<file path="src/rtl/fetch_pkg.sv">
// Shared types and constants for the instruction fetch stage.
package fetch_pkg;

    typedef enum logic [1:0] {
        StIdle,
        StRun,
        StHalted
    } fetch_state_e;

    localparam int unsigned PcStep          = 4;
    localparam logic [31:0] HaltWordDefault = 32'hFFFF_FFFF;
    localparam logic [1:0]  AlignMask       = 2'b11;

endpackage

</file>
<file path="src/rtl/fetch_pc_gen.sv">
// Program counter register: next-PC selection between redirect, sequential advance and hold,
// with registered wrap and misaligned-redirect pulses.
module fetch_pc_gen
    import fetch_pkg::*;
#(
    parameter int unsigned      AddrW   = 5,
    parameter logic [AddrW-1:0] ResetPc = '0
) (
    input  logic             clk_i,
    input  logic             rst_i,
    input  logic             advance_i,
    input  logic             redirect_i,
    input  logic [AddrW-1:0] redirect_pc_i,
    output logic [AddrW-1:0] pc_o,
    output logic             wrap_o,
    output logic             align_err_o
);

    localparam logic [AddrW-1:0] Step = AddrW'(PcStep);
    localparam logic [AddrW-1:0] Mask = AddrW'(AlignMask);

    logic [AddrW-1:0] pc_q, pc_d;
    logic             wrap_q, wrap_d;
    logic             align_err_q, align_err_d;
    logic [AddrW:0]   pc_inc;

    // Carry out of the increment marks the 2^AddrW-4 -> 0 step.
    assign pc_inc = {1'b0, pc_q} + {1'b0, Step};

    always_comb begin
        pc_d        = pc_q;
        wrap_d      = 1'b0;
        align_err_d = 1'b0;
        if (redirect_i) begin
            pc_d        = redirect_pc_i & ~Mask;
            align_err_d = |(redirect_pc_i & Mask);
        end else if (advance_i) begin
            pc_d   = pc_inc[AddrW-1:0];
            wrap_d = pc_inc[AddrW];
        end
    end

    always_ff @(posedge clk_i) begin
        if (rst_i) begin
            pc_q        <= ResetPc;
            wrap_q      <= 1'b0;
            align_err_q <= 1'b0;
        end else begin
            pc_q        <= pc_d;
            wrap_q      <= wrap_d;
            align_err_q <= align_err_d;
        end
    end

    assign pc_o        = pc_q;
    assign wrap_o      = wrap_q;
    assign align_err_o = align_err_q;

endmodule

</file>
<file path="src/rtl/instr_fetch.sv">
// Instruction fetch stage: fetch FSM, instruction register with valid/ready handoff to decode,
// and a saturating count of instructions accepted by decode.
module instr_fetch
    import fetch_pkg::*;
#(
    parameter int unsigned      AddrW    = 5,
    parameter int unsigned      DataW    = 32,
    parameter logic [AddrW-1:0] ResetPc  = '0,
    parameter logic [DataW-1:0] HaltWord = DataW'(HaltWordDefault)
) (
    input  logic             clk_i,
    input  logic             rst_i,
    input  logic             run_i,
    input  logic             load_mode_i,
    output logic [AddrW-1:0] mem_add_o,
    input  logic [DataW-1:0] mem_prog_i,
    input  logic             redirect_valid_i,
    input  logic [AddrW-1:0] redirect_pc_i,
    output logic [DataW-1:0] ir_o,
    output logic [AddrW-1:0] ir_pc_o,
    output logic             ir_valid_o,
    input  logic             ir_ready_i,
    output logic             halted_o,
    output logic             align_err_o,
    output logic             wrap_o,
    output logic [15:0]      fetch_cnt_o
);

    fetch_state_e     state_q;
    logic [DataW-1:0] ir_q;
    logic [AddrW-1:0] ir_pc_q;
    logic             ir_valid_q;
    logic [15:0]      fetch_cnt_q;
    logic [AddrW-1:0] pc;
    logic             redir_go;
    logic             capture;
    logic             accept;

    // Load mode masks a redirect; a redirect masks both capture and consume.
    assign redir_go = redirect_valid_i && !load_mode_i;
    assign capture  = (state_q == StRun) && run_i && !load_mode_i && !redir_go
                      && (!ir_valid_q || ir_ready_i);
    assign accept   = ir_valid_q && ir_ready_i && !load_mode_i && !redir_go;

    fetch_pc_gen #(
        .AddrW  (AddrW),
        .ResetPc(ResetPc)
    ) u_pc_gen (
        .clk_i        (clk_i),
        .rst_i        (rst_i),
        .advance_i    (capture),
        .redirect_i   (redir_go),
        .redirect_pc_i(redirect_pc_i),
        .pc_o         (pc),
        .wrap_o       (wrap_o),
        .align_err_o  (align_err_o)
    );

    always_ff @(posedge clk_i) begin
        if (rst_i) begin
            state_q     <= StIdle;
            ir_q        <= '0;
            ir_pc_q     <= '0;
            ir_valid_q  <= 1'b0;
            fetch_cnt_q <= '0;
        end else begin
            if (accept && (fetch_cnt_q != 16'hFFFF)) begin
                fetch_cnt_q <= fetch_cnt_q + 16'd1;
            end
            if (load_mode_i) begin
                ir_valid_q <= 1'b0;
                if (state_q != StHalted) begin
                    state_q <= StIdle;
                end
            end else if (redir_go) begin
                ir_valid_q <= 1'b0;
                state_q    <= run_i ? StRun : StIdle;
            end else begin
                if (capture) begin
                    ir_q       <= mem_prog_i;
                    ir_pc_q    <= pc;
                    ir_valid_q <= 1'b1;
                end else if (accept) begin
                    ir_valid_q <= 1'b0;
                end
                case (state_q)
                    StIdle: begin
                        if (run_i) state_q <= StRun;
                    end
                    StRun: begin
                        if (!run_i) begin
                            state_q <= StIdle;
                        end else if (capture && (mem_prog_i == HaltWord)) begin
                            state_q <= StHalted;
                        end
                    end
                    StHalted: state_q <= StHalted;
                    default:  state_q <= StIdle;
                endcase
            end
        end
    end

    assign mem_add_o   = pc;
    assign ir_o        = ir_q;
    assign ir_pc_o     = ir_pc_q;
    assign ir_valid_o  = ir_valid_q;
    assign halted_o    = (state_q == StHalted);
    assign fetch_cnt_o = fetch_cnt_q;

endmodule

</file>
<file path="config.mk">
export PLATFORM = sky130hd
export DESIGN_NAME = instr_fetch
export DESIGN_NICKNAME = d
export VERILOG_FILES = /design/src/rtl/fetch_pkg.sv /design/src/rtl/fetch_pc_gen.sv /design/src/rtl/instr_fetch.sv
export SDC_FILE = /design/constraint.sdc
export NUM_CORES = 1
export LEC_CHECK = 0
export ABC_CLOCK_PERIOD_IN_PS = 5700
export CORE_MARGIN = 2
export CORE_UTILIZATION = 46
export CTS_CLUSTER_DIAMETER = 50
export DETAILED_ROUTE_END_ITERATION = 8
export PLACE_DENSITY = 0.84
export SYNTH_ARGS = -nofsm -noshare
export SYNTH_HDL_FRONTEND = slang
export SYNTH_SLANG_ARGS = --single-unit
</file>
<file path="constraint.sdc">
create_clock -name clk_i -period 5.7 [get_ports clk_i]
set_input_delay 1.71 -clock clk_i [delete_from_list [all_inputs] [get_ports clk_i]]
set_output_delay 1.71 -clock clk_i [all_outputs]
set_load 0.03 [all_outputs]
</file>
## Yosys cells after proc, flatten, opt, wreduce, memory -nomap -nowiden

Cells that the tools add are included.

- Add/subtract/negate cells: 2
- Equality and inequality tests: 8
- Multiplexer cells: 12
- Bitwise gates (word level): 3
- Reductions and logical operators: 24

Operators by type and width:

| operator | count |
|---|---|
| 32-bit equality test, second input constant | 1 |
| 16-bit by 1-bit adder with 16-bit output, second input constant | 1 |
| 16-bit != test, second input constant | 1 |
| 2-bit two-way mux | 6 |
| 1-bit logical AND | 10 |
| 5-bit two-way mux | 2 |
| 5-bit by 3-bit adder with 6-bit output, second input constant | 1 |
| 2-bit one-hot mux with 3 select lines | 1 |
| 3-bit AND reduction | 2 |
| 2-bit OR reduction | 3 |
| 3-bit OR reduction | 2 |
| 5-bit by 4-bit != test with 1-bit output, second input constant | 1 |
| 4-bit != test, second input constant | 1 |
| 2-bit nonzero test | 2 |
| 1-bit zero test | 3 |
| 1-bit two-way mux | 3 |
| 1-bit NOT | 3 |
| 2-bit by 1-bit equality test with 1-bit output, second input constant | 1 |
| 2-bit equality test, second input constant | 1 |
| 2-bit zero test | 1 |
| 2-bit by 1-bit != test with 1-bit output, second input constant | 1 |
| 2-bit != test, second input constant | 1 |
| 1-bit logical OR | 1 |

- Bits in registers: 63
- Input bits: 43
- Output and inout port bits: 62
- Word-level logic and storage cells: 58

## Depth between registers and ports, before layout

Gate-level depths: netlist of run 1.

- Depth in word-level cells: 11
- Mapped depth: 7
- Depth with buffers taken out: 5

## Modules after synthesis

From an unflattened synthesis of run 1, not the netlist that was laid out.

- Cell total of the unflattened synthesis: 316
- Area total of the unflattened synthesis: 2603.7 um^2

Modules (own cells, without submodules):

| module | instances | cells an instance | area an instance (um^2) | seq. area each (um^2) |
|---|---|---|---|---|
| instr_fetch | 1 | 292 | 2358.5 | 1121.1 |
| fetch_pc_gen | 1 | 24 | 245.2 | 100.1 |

## Worst setup path after synthesis of run 1

No wires, ideal clock.

- Path type: input-to-reg
- Start point: input port redirect_valid_i
- End point: register fetch_cnt_q[13] (netlist: fetch_cnt_o[13])
- Setup time: 0.123 ns
- Data arrival time: 2.957 ns
- Required time: 5.577 ns
- Path slack: 2.620 ns
- Stages on the path: 5
- Buffers on the path: 1
- Cells stage by stage: buf_6 > and4bb_1 > nand4_2 > nor4_1 > mux2_1

- Word-level cells in the longest chain between the ends: 4

Ends and longest elaborated chain:

| item | RTL line | text |
|---|---|---|
| start, declared | instr_fetch.sv:17 | `input logic redirect_valid_i,` |
| 1-bit logical AND | instr_fetch.sv:40 | `assign redir_go = redirect_valid_i && !load_mode_i;` |
| 1-bit zero test | instr_fetch.sv:43 | `assign accept = ir_valid_q && ir_ready_i && !load_mode_i && !redir_go;` |
| 1-bit logical AND | instr_fetch.sv:43 |  |
| 1-bit logical AND | instr_fetch.sv:67 | `if (accept && (fetch_cnt_q != 16'hFFFF)) begin` |
| end signal, assigned | instr_fetch.sv:68 | `fetch_cnt_q <= fetch_cnt_q + 16'd1;` |
| end, declared | instr_fetch.sv:33 | `logic [15:0] fetch_cnt_q;` |

Every way passes these cells.
A chain may end at the register's enable or synchronous reset.

## Worst setup path in the final report of run 1

- Start point: input port redirect_valid_i
- End point: register u_pc_gen.pc_q[4] (netlist: u_pc_gen.pc_o[4])

- Word-level cells in the longest chain between the ends: 5
- Elaborated cells on any way between the ends: 6
- Classes of those cells: mux (1); reduce/logical (5)

Ends and longest elaborated chain:

| item | RTL line | text |
|---|---|---|
| 1-bit logical AND * | instr_fetch.sv:40 |  |
| 1-bit zero test | instr_fetch.sv:41 | `assign capture = (state_q == StRun) && run_i && !load_mode_i && !redir_go` |
| 1-bit logical AND | instr_fetch.sv:41 |  |
| 1-bit logical AND | instr_fetch.sv:42 | `&& (!ir_valid_q \|\| ir_ready_i);` |
| 2-bit nonzero test (no line) | - |  |
| end signal, assigned | fetch_pc_gen.sv:45 | `pc_q <= ResetPc;` |
| end signal, assigned | fetch_pc_gen.sv:49 | `pc_q <= pc_d;` |
| end, declared | fetch_pc_gen.sv:22 | `logic [AddrW-1:0] pc_q, pc_d;` |

Mark *: on every way between the ends. The rest lies on a longest branch, timed or not.

==> results of run 1 <==
metrics by stage:
step	area, um^2	hold slack (ps)	worst slack (ps)
after global placement	3590	442	1770
after CTS	3770	455	2050
final	3770	455	2060
after floorplan	2590	526	2620
after global routing	3770	471	1870
after detailed placement	3590	445	1720
worst max-delay path: cells and delay by family:
| family | cells | cell delay, ps |
|---|---|---|
| AO/OA/AOI/OAI | 1 | 250 |
| buffers and inverters | 1 | 570 |
| AND/OR/NAND/NOR | 3 | 1330 |
layout make-up:
cell class,instances,area (um^2),share of cell area
Inverter,6,22.5,0.00597
Sequential cell,59,1180,0.313
Clock buffer,10,128,0.0339
Multi-Input combinational cell,236,1280,0.341
Clock inverter,5,53.8,0.0143
Timing Repair Buffer,102,1010,0.268
Tap cell,72,90.1,0.0239
logic make-up after synthesis:
group                    Yosys count
flip-flops                        59
adder cells (fa/ha/maj)            2
AND/OR/NAND/NOR                  165
buffers and inverters             26
multiplexers                       8
other                              1
AO/OA/AOI/OAI                     57
registers in the layout, indices dropped and copies added, names as in the netlist:
signal	cells
state_q	2
ir_pc_o	3
fetch_cnt_o	16
ir_valid_o	1
u_pc_gen.wrap_o	1
u_pc_gen.pc_o	3
u_pc_gen.align_err_o	1
ir_o	32
metal layers:
metal | vias to the layer above | GRT usage
met5 | - | 0
met4 | 0 | 0.107
met3 | 19 | 0.0455
met2 | 81 | 0.384
met1 | 1228 | 0.279
li1 | 1292 | -
where the power goes:
group	switching (mW)	leakage, nW	internal [mW]
registers	0.00330	0.476	0.416
clock network	0.163	0.0963	0.199
logic	0.0355	0.678	0.0376
Yosys cell counts, types with 3 or more instances:
cell / instances / area [um^2]
buf_2: 6 / 30.0
nor2b_1: 9 / 56.3
nand4_1: 11 / 68.8
mux2_2: 4 / 45.0
nor3_1: 9 / 45.0
buf_4: 4 / 30.0
clkbuf_1: 9 / 33.8
or4_1: 6 / 45.0
mux2_1: 3 / 33.8
nand2b_1: 5 / 31.3
a21oi_1: 46 / 230
o31ai_1: 3 / 22.5
inv_1: 6 / 22.5
nor2_1: 18 / 67.6
nand2_1: 77 / 289
nor4_1: 6 / 37.5
dfxtp_1: 59 / 1180
nand3_1: 5 / 25.0
layout by cell type (no fill, tap or decap), types with 9 or more instances in the layout:
cell and count:
clkdlybuf4s50_1 99, nand2_1 77, dfxtp_1 59, a21oi_1 46, nor2_1 18, nand4_1 11
nor2b_1 9, nor3_1 9, clkbuf_8 9
how the worst max path moves through the flow:
stage,from,endpoint,slack [ps]
6_report,redirect_valid_i,u_pc_gen.pc_o[4],2060
5_1_grt,redirect_valid_i,ir_o[20],1870
3_5_place_dp,redirect_valid_i,u_pc_gen.pc_o[4],1720
4_1_cts,redirect_valid_i,u_pc_gen.pc_o[4],2050
3_3_place_gp,redirect_valid_i,u_pc_gen.pc_o[4],1770
2_1_floorplan,redirect_valid_i,fetch_cnt_o[13],2620
==> out/summary.txt, run 1 <==
Crit-path slowest cell: or4b_1
WL/cell: 14.1 um
Routed Antenna Nets: 0
initial antenna violation count: 0
Syn. warnings: 0
dpl cells: 475
Adder-Cell Fraction of Synth Area: 0.00972
Slew @ Worst Pin: 1170 ps
crit share post-route: 0.639
Die H: 78.8 um
met2 WL: 3410 um
R2R setup slack: 3600 ps
final clock skew: 9.75 ps
Root Driver: clkbuf_8
htree depth: 3
simple-gate share of the synthesized area: 0.326
Async S/R FF share, synth: 0
uppermost layer routed: met4
Routed Wire Length: 6920 um
share of cells above drive strength 1: 0.0670
reg2reg start: ir_valid_o
initial DRC count: 201
DRC viols: 0
Tot Pwr: 0.854 mW
unrepaired setup endpoints after global routing: false
area grow syn2layout: 46.4%
hold path depth: 2
Die ar.: 6210 um^2
Post-CTS Hold Fix Bufs: 0
total track usage: 0.227
antenna fix cells: 0
outcome: complete, no violations
Slew Viols, Final: 0
Crit path largest cell delay: 740 ps
detailed-route via count: 2,620
maxcap violations: 0
global-route wire length before repair: 11,300 um
vias in the first global route: 2,391
Nets: 459
CTS Buf Count: 9
Non-Filler Instances: 490
post-synthesis average cell area: 8.10 um^2
Die Width: 78.8 um
static leakage: 1.25 nW
starting density of the core: 0.471
Post-Route M1 WL: 2930 um
I/O Buffers: 100
Clk Latency, worst-skew pair: 330 ps
Power Dens Cells: 226 nW/um^2
Final Util: 0.689
CTS tree: yes
Core Area: 5470 um^2
largest net degree at the start of global routing: 68
Cell Rows: 27
hpwl dp: 4950 um
Post-synth EDFFs: 0
Post-Syn Area: 2570 um^2
mux cell area share after synthesis: 0.0345
Compound-Gate Fraction of Synth Area: 0.121
worst vdd ir: 153 uV
IO Pins: 105
clock slew at reported path FFs: 60 ps
postcts setup bufs: 0
FF-to-FF End: u_pc_gen.pc_o[4]
worst rel slew slack: 0.221
GRT overflow: 0
CP Max Fanout: 18
routability cong.: 0.794
post-synthesis cell count: 318
final hold vios: 0
crit start category: primary input
worst hold path class: flop to flop
worst-path cell chain: clkdlybuf4s50_1 > nor2_4 > or4b_1 > or3_1 > a311oi_1
via/cell ratio: 5.35
main combinational cell family by area after synthesis: simple AND/OR/NAND/NOR gates
Synth cell types: 43
Critical Path RT: 5930 ps
end of the worst hold path: ir_o[31]
main flop type after synthesis: dfxtp_1
xor/xnor share of the synthesized area: 0
number of gates resized after CTS: 0
HP Start: ir_o[31]
setup violators final: 0
Setup crit end kind: flop
register area share after synthesis: 0.459
filler instances: 469
clock sink count: 59
routed wl met3: 366 um
worst reg2reg path depth: 4
flops & latches, synth: 59
Max Clock Freq: 275 MHz
WP data arrival: 3870 ps
setup tns final: 0 ps
crit path kind: primary input to flop
drt first pass iters: 4
clock buffer depth: 2
post-layout min period: 3640 ps
Note: power is estimated with default switching activity, not from simulation.
==> run 2: changes to the inputs <==
--- a/config.mk
+++ b/config.mk
@@ -5,12 +5,12 @@
 export SDC_FILE = /design/constraint.sdc
 export NUM_CORES = 1
 export LEC_CHECK = 0
-export ABC_CLOCK_PERIOD_IN_PS = 5700
+export ABC_CLOCK_PERIOD_IN_PS = 3800
 export CORE_MARGIN = 2
-export CORE_UTILIZATION = 46
+export CORE_UTILIZATION = 43
 export CTS_CLUSTER_DIAMETER = 50
 export DETAILED_ROUTE_END_ITERATION = 8
-export PLACE_DENSITY = 0.84
+export PLACE_DENSITY = 0.79
 export SYNTH_ARGS = -nofsm -noshare
 export SYNTH_HDL_FRONTEND = slang
 export SYNTH_SLANG_ARGS = --single-unit
==> constraint.sdc (replaced) <==
create_clock -name clk_i -period 3.8 [get_ports clk_i]
set_input_delay 1.14 -clock clk_i [delete_from_list [all_inputs] [get_ports clk_i]]
set_output_delay 1.14 -clock clk_i [all_outputs]
set_load 0.03 [all_outputs]
==> run 2 against run 1 <==
- utilization fell by 3.7 points
- worst setup slack got worse by 1200 ps
- global-route usage fell by 1.5 points
- sequential cell count did not move
- via count fell by 0.88%
- clock skew barely moved
- sequential share of layout area fell by 0.38 points
- non-clock buffer count rose by 3
- hold slack barely moved
- critical path depth did not move
- sequential power rose by 50%
==> out/summary.txt, run 2 (synthesized netlist as in run 1, its figures left out) <==
Setup crit end kind: flop (unchanged)
Nets: 462 (was 459)
CTS Buf Count: 9 (unchanged)
Power Dens Cells: 343 nW/um^2 (was 226 nW/um^2)
filler instances: 507 (was 469)
part of the power in the clock network: 0.436 (was 0.423)
internal power: 1.00 mW (was 0.652 mW)
initial DRC count: 135 (was 201)
CP Max Fanout: 13 (was 18)
WP data arrival: 3200 ps (was 3870 ps)
Final WS setup: 830 ps (was 2060 ps)
setup tns final: 0 ps (unchanged)
Switching Share: 0.236 (about the same)
Logic pwr share: 0.084 (was 0.086)
Psw: 0.309 mW (was 0.202 mW)
routability cong.: 0.828 (was 0.794)
crit share post-route: 0.782
Seq pwr share: 0.480 (was 0.491)
Clk Latency, worst-skew pair: 330 ps (about the same)
Root Driver: clkbuf_8 (unchanged)
global-route wire length before repair: 11,000 um (was 11,300 um)
maxcap violations: 0 (unchanged)
worst hold path class: flop to flop (unchanged)
static leakage: 1.27 nW (was 1.25 nW)
detailed-route via count: 2,597 (was 2,620)
clock sink count: 59 (unchanged)
worst vdd ir: 218 uV (was 153 uV)
Post-CTS Hold Fix Bufs: 0 (unchanged)
drt first pass iters: 4 (unchanged)
DRC viols: 0 (unchanged)
Core Area: 5850 um^2 (was 5470 um^2)
antenna fix cells: 0 (unchanged)
crit path kind: primary input to flop (unchanged)
clock slew at reported path FFs: 70 ps (was 60 ps)
post-layout min period: 2970 ps
Slew @ Worst Pin: 634 ps (was 1170 ps)
CTS tree: yes (unchanged)
commonest non-fill, non-tap cell in the layout: clkdlybuf4s50_1 (unchanged)
unrepaired setup endpoints after global routing: false (unchanged)
total track usage: 0.213 (was 0.227)
Critical Path RT: 4030 ps (was 5930 ps)
htree depth: 3 (unchanged)
GRT overflow: 0 (unchanged)
Place WS: 507 ps (was 1720 ps)
hpwl dp: 4970 um (was 4950 um)
postcts setup bufs: 0 (unchanged)
Die H: 81.4 um (was 78.8 um)
final hold vios: 0 (unchanged)
Final Util: 0.652 (was 0.689)
largest net degree at the start of global routing: 39 (was 68)
Die Width: 81.4 um (was 78.8 um)
initial antenna violation count: 0 (unchanged)
starting density of the core: 0.440 (was 0.471)
clock buffer depth: 2 (unchanged)
WL/cell: 13.6 um (was 14.1 um)
share of cells above drive strength 1: 0.0782 (was 0.0670)
I/O Buffers: 100 (unchanged)
vias in the first global route: 2,439 (was 2,391)
IO Pins: 105 (unchanged)
Max Clock Freq: 337 MHz
Routed Wire Length: 6760 um (was 6920 um)
most frequent cells in the layout: 99 x clkdlybuf4s50_1, 77 x nand2_1, 59 x dfxtp_1, 46 x a21oi_1, 18 x nor2_1 (unchanged)
outcome: complete, no violations (unchanged)
max FFs per register: 32 (unchanged)
final clock skew: 9.25 ps (was 9.75 ps)
Die ar.: 6620 um^2 (was 6210 um^2)
setup violators final: 0 (unchanged)
worst rel slew slack: 0.574 (was 0.221)
number of gates resized after CTS: 0 (unchanged)
Slew Viols, Final: 0 (unchanged)
via/cell ratio: 5.23 (was 5.35)
Cell Rows: 28 (was 27)
area grow syn2layout: 48.2% (was 46.4%)
Routed Antenna Nets: 0 (unchanged)
crit start category: primary input (unchanged)
run 2: cell type report:
class | count | area (um^2) | area share
inverter | 6 | 22.5 | 0.00590
sequential | 59 | 1180 | 0.310
tap | 75 | 93.8 | 0.0246
clock inverter | 6 | 63.8 | 0.0167
timing repair buffer | 105 | 1030 | 0.271
clock buffer | 10 | 138 | 0.0361
multi-input combinational | 236 | 1280 | 0.336
run 2: stage by stage:
stage / total power [mW] / area [um^2] / hold WS, ps / cells
final: 1.31 / 3820 / 454 / 497
after global routing: 1.36 / 3820 / 474 / 497
after CTS: 1.32 / 3820 / 456 / 497
after detailed placement: 0.753 / 3610 / 446 / 481
after global placement: 0.752 / 3610 / 442 / 481
after floorplan: 0.689 / 2590 / 526 / 321
run 2: final timing paths:
check                                 startpoint               end  slack, ps  depth (start not counted)
worst max register to register        ir_valid_o  u_pc_gen.pc_o[4]       1820                          4
worst min register to register          ir_o[14]          ir_o[14]        450                          2
worst max-delay path            redirect_valid_i  u_pc_gen.pc_o[4]        830                          5
worst min-delay path                    ir_o[14]          ir_o[14]        450                          2
run 2: power groups by stage:
stage | Clock [mW] | Combinational, mW | Sequential (mW)
global route | 0.616 | 0.119 | 0.629
floorplan | 0 | 0.0368 | 0.652
detailed placement | 0 | 0.110 | 0.643
global placement | 0 | 0.109 | 0.643
finish | 0.571 | 0.111 | 0.629
CTS | 0.580 | 0.111 | 0.629
run 2: routing by layer:
metal / vias to the layer above / GRT usage / share of wire
li1: 1304 / - / -
met1: 1218 / 0.264 / 0.44
met2: 67 / 0.359 / 0.49
met3: 8 / 0.0456 / 0.051
met4: 0 / 0.0814 / 0.014
met5: - / 0 / 0
run 2: critical path: stages:
cell	delay (ps)
clkdlybuf4s50_1	560
nor2_4	180
or4b_1	670
or3_1	390
a311oi_1	250
